### src/rtl/register_file.sv
// Purpose : 2**ADDR_W x DATA_W register file, three async read ports, one write port
// Latency : reads combinational; write lands on the rising clk edge after regWrite=1
// Backpressure: none. Define REGFILE_ZERO_REG_EN to hardwire register 0 to zero.
module register_file #(
    parameter int DATA_W = 16,
    parameter int ADDR_W = 4
) (
    input  logic              clk,
    input  logic              reset,
    input  logic              regWrite,
    input  logic              select,
    input  logic [DATA_W-1:0] WriteData,
    input  logic [ADDR_W-1:0] rs,
    input  logic [ADDR_W-1:0] rt,
    input  logic [ADDR_W-1:0] rd1,
    input  logic [ADDR_W-1:0] rd2,
    output logic [DATA_W-1:0] regRs,
    output logic [DATA_W-1:0] regRt,
    output logic [DATA_W-1:0] regRd
);

    localparam int NREG = 1 << ADDR_W;

    logic [DATA_W-1:0] r_regs [NREG];
    logic [ADDR_W-1:0] w_dest;
    logic              w_wr_en;

    // The destination mux feeds both the write port and the regRd read port.
    assign w_dest = select ? rd1 : rd2;

`ifdef REGFILE_ZERO_REG_EN
    // Register 0 is a constant: drop writes to it and force its reads to zero.
    assign w_wr_en = regWrite && (w_dest != '0);
    assign regRs   = (rs     == '0) ? '0 : r_regs[rs];
    assign regRt   = (rt     == '0) ? '0 : r_regs[rt];
    assign regRd   = (w_dest == '0) ? '0 : r_regs[w_dest];
`else
    assign w_wr_en = regWrite;
    assign regRs   = r_regs[rs];
    assign regRt   = r_regs[rt];
    assign regRd   = r_regs[w_dest];
`endif

    // Storage: reset clears every entry immediately; otherwise one entry per edge.
    always_ff @(posedge clk or posedge reset) begin
        if (reset) begin
            for (int i = 0; i < NREG; i++) begin
                r_regs[i] <= '0;
            end
        end else if (w_wr_en) begin
            r_regs[w_dest] <= WriteData;
        end
    end

endmodule

### config.mk
export PLATFORM = sky130hd
export DESIGN_NAME = register_file
export DESIGN_NICKNAME = d
export VERILOG_FILES = /design/src/rtl/register_file.sv
export SDC_FILE = /design/constraint.sdc
export NUM_CORES = 1
export LEC_CHECK = 0
export CAP_MARGIN = 5
export CORE_MARGIN = 5
export CORE_UTILIZATION = 45
export CTS_CLUSTER_SIZE = 28
export DETAILED_ROUTE_END_ITERATION = 10
export PLACE_DENSITY = 0.7
export SLEW_MARGIN = 20
export SYNTH_ARGS = -nofsm -noshare
export SYNTH_HDL_FRONTEND = slang
export SYNTH_SLANG_ARGS = --single-unit
export TNS_END_PERCENT = 1
### constraint.sdc
create_clock -name clk -period 9.37 [get_ports clk]
set_input_delay 0.937 -clock clk [delete_from_list [all_inputs] [get_ports clk]]
set_output_delay 0.937 -clock clk [all_outputs]
set_load 0.01 [all_outputs]
==> results.py <==
metrics = {
    "sta": {
        "relSlewSlack": 0.233,
        "period_needed_ns": 6.31,
        "rsz0062_at_grt": "no",
        "finalSetupViolCount": 0,
        "skew_ns": 0,
        "setup_ws_ns": 3.06,
        "slew_viol_final": 0,
        "finalHoldViolCount": 0,
        "worst_pin_slew_ns": 1.13,
        "max_freq_mhz": 159,
        "period_share": 0.673,
        "finalSetupTns_ns": 0,
    },
    "critical_path": {
        "rrSetupSlack_ns": 8.53,
        "cp.arrival_ns": 5.37,
        "crit_chain": "clkdlybuf4s50_1 > mux2i_4 > buf_4 > mux2i_1 > o22ai_1 > or4_1 > clkdlybuf4s50_1",
        "cp-end-kind": "primary output",
        "crit_slowest_cell": "clkdlybuf4s50_1",
        "worst_path_largest_cell_delay_ns": 1.10,
        "crit_top_cell": "clkdlybuf4s50_1",
        "criticalPathCategory": "primary input to primary output",
        "critPathLaunchType": "primary input",
        "worst_ep_required_time_ns": 8.43,
        "crit_fanout": 42,
    },
    "detailed_routing": {
        "vias_per_cell": 6.95,
        "drtIter0Drc": 1379,
        "drt_wl_total_um": 48600,
        "drc": 0,
        "drt-pass1-iter-count": 6,
        "ant_nets": 0,
        "wl_per_cell_um": 30.2,
        "num_vias": 11200,
    },
    "clock_tree": {
        "clk_pin_slew_ns": 0.06,
        "cts.repair.resized": 0,
        "postCtsHoldBufs": 0,
        "tritoncts": "yes",
        "clockBufferDepth": 3,
        "clkSinkCount": 256,
        "ctsHtreeMaxLevel": 1,
        "cts-root-buf": "clkbuf_16",
        "postCtsSetupBuffers": 0,
        "cts_buffers": 28,
        "clock_latency_ns": 0.54,
    },
    "synthesis": {
        "ys_types": 36,
        "netlist_instances": 1110,
        "synth-seq-cells": 256,
        "synth_nets": 1146,
        "syn_area_um2": 16000,
        "avgSynthCellArea_um2": 14.4,
        "synth_warnings": 0,
        "ys_seq_area_frac": 0.401,
    },
    "finish": {
        "largest_register_ffs": 256,
        "final_common_cell": "dfrtp_1",
        "largestRegisters": "r_regs (256)",
        "stdcell_count": 1609,
        "final_core_util": 0.512,
        "top_register": "r_regs",
        "area_growth_pct": 13.2,
        "fin_area_um2": 18100,
        "nets": 1161,
        "layout_common_cells": "dfrtp_1, mux2_2, mux4_2, clkdlybuf4s50_1, o21a_1",
        "drive_gt1_frac": 0.449,
    },
    "die": {
        "die_h_um": 198,
        "dieArea_um2": 39300,
        "die_w_um": 198,
        "start_util": 0.452,
        "ioPinCount": 84,
        "core.rowCount": 69,
        "core_area_um2": 35300,
    },
    "global_routing": {
        "antenna_found_initial": 2,
        "grt_first_pass_wirelength_um": 73100,
        "grt_max_degree": 134,
        "use_met2": 0.392,
        "grt.total_usage": 0.246,
        "grt_pass1_vias": 11500,
        "grt.overflow.total": 0,
        "grt.busiest_layer": "met2",
        "use_met3": 0.0483,
        "globalRouteMet1Util": 0.341,
    },
    "pwr": {
        "irDropWorstVdd_v": 0.000119,
        "powerDensity_nw_per_um2": 233,
        "clkPwrFrac": 0.287,
        "p_int_w": 0.00297,
        "seqPwrFrac": 0.413,
        "leakage_nw": 7.20,
        "sw_frac_of_total": 0.293,
        "p_sw_w": 0.00123,
        "pwr-share-comb": 0.301,
    },
    "flow_run": {
        "cap_violations": 0,
    },
    "place": {
        "post-place-cells": 1556,
        "gp_congestion": 0.810,
        "place_area_um2": 17000,
        "numPortBuffers": 83,
        "dpl_worst_slack_ns": 3.12,
        "place_hpwl_um": 27500,
    },
    "status": {
        "status": "complete, no violations",
    },
    "hold_path": {
        "hold_path.class": "flip-flop to flip-flop",
    },
}
cell type report:
cell class | count | area, µm²
Fill cell | 2923 | 17200
Multi-Input combinational cell | 732 | 9060
Sequential cell | 256 | 6410
Timing Repair Buffer | 105 | 986
Clock buffer | 37 | 806
Tap cell | 461 | 577
Clock inverter | 15 | 209
Inverter | 2 | 15.0
Antenna cell | 1 | 2.50
cells in the mapped netlist (all sizes together):
master,instances,share of area
or4,15,0.0071
or2,6,0.0024
mux4,162,0.23
inv,2,0.00047
nor3b,4,0.0022
clkbuf,59,0.014
and3b,5,0.0027
nand4,1,0.00039
o32a,1,0.00063
nand3,16,0.011
nand2,3,0.00071
o21a,68,0.032
and3,2,0.00078
o21ai,64,0.020
mux2i,62,0.039
o41ai,2,0.0011
buf,61,0.020
o32ai,2,0.0023
mux2,257,0.18
o41a,15,0.011
a41oi,15,0.0082
nor3,1,0.00031
o22ai,30,0.012
dfrtp,256,0.40
nand2b,1,0.00039
layer usage:
layer	wire length [µm]	up-vias
met5	20	-
met4	1760	2
met3	4290	120
met2	23200	611
met1	19300	5940
li1	-	4510
path summary, 6_finish.rpt:
check | startpoint | endpoint | cells past startpoint
max | select | regRd[6] | 7
min | r_regs[82] | r_regs[82] | 1
max reg2reg | r_regs[155] | r_regs[155] | 1
min reg2reg | r_regs[82] | r_regs[82] | 1
max in group asynchronous | reset | r_regs[49] | 3
min in group asynchronous | reset | r_regs[158] | 2
power by group through the flow:
stage | registers [W] | logic, W | clock network (W)
final | 0.00173 | 0.00126 | 0.00120
after global routing | 0.00177 | 0.00135 | 0.00127
after CTS | 0.00172 | 0.00127 | 0.00122
after detailed placement | 0.00174 | 0.00127 | 0
after global placement | 0.00171 | 0.00124 | 0
after floorplan | 0.00164 | 0.000925 | 0
worst max-delay path, delay by kind of cell:
kind                   cells  cell delay, ns
AO/OA/AOI/OAI              1            0.10
AND/OR/NAND/NOR            1            0.55
buffers and inverters      3            2.36
multiplexers               2            1.32
logic make-up (layout without fill, tap and decap cells):
family	after synthesis	in the layout	synth area share
AOI/OAI and AO/OA	197	197	0.0869
buffers and inverters	122	159	0.0346
DFF	256	256	0.401
muxes	481	481	0.449
other	0	1	0
and+or+nand+nor	54	54	0.0284
through the flow:
step	total power (W)	hold WS, ns
after floorplan	0.00256	0.493
after CTS	0.00421	0.547
final	0.00420	0.550
after global routing	0.00439	0.564
after global placement	0.00295	0.514
after detailed placement	0.00300	0.533
Note: power is estimated with default switching activity, not from simulation.
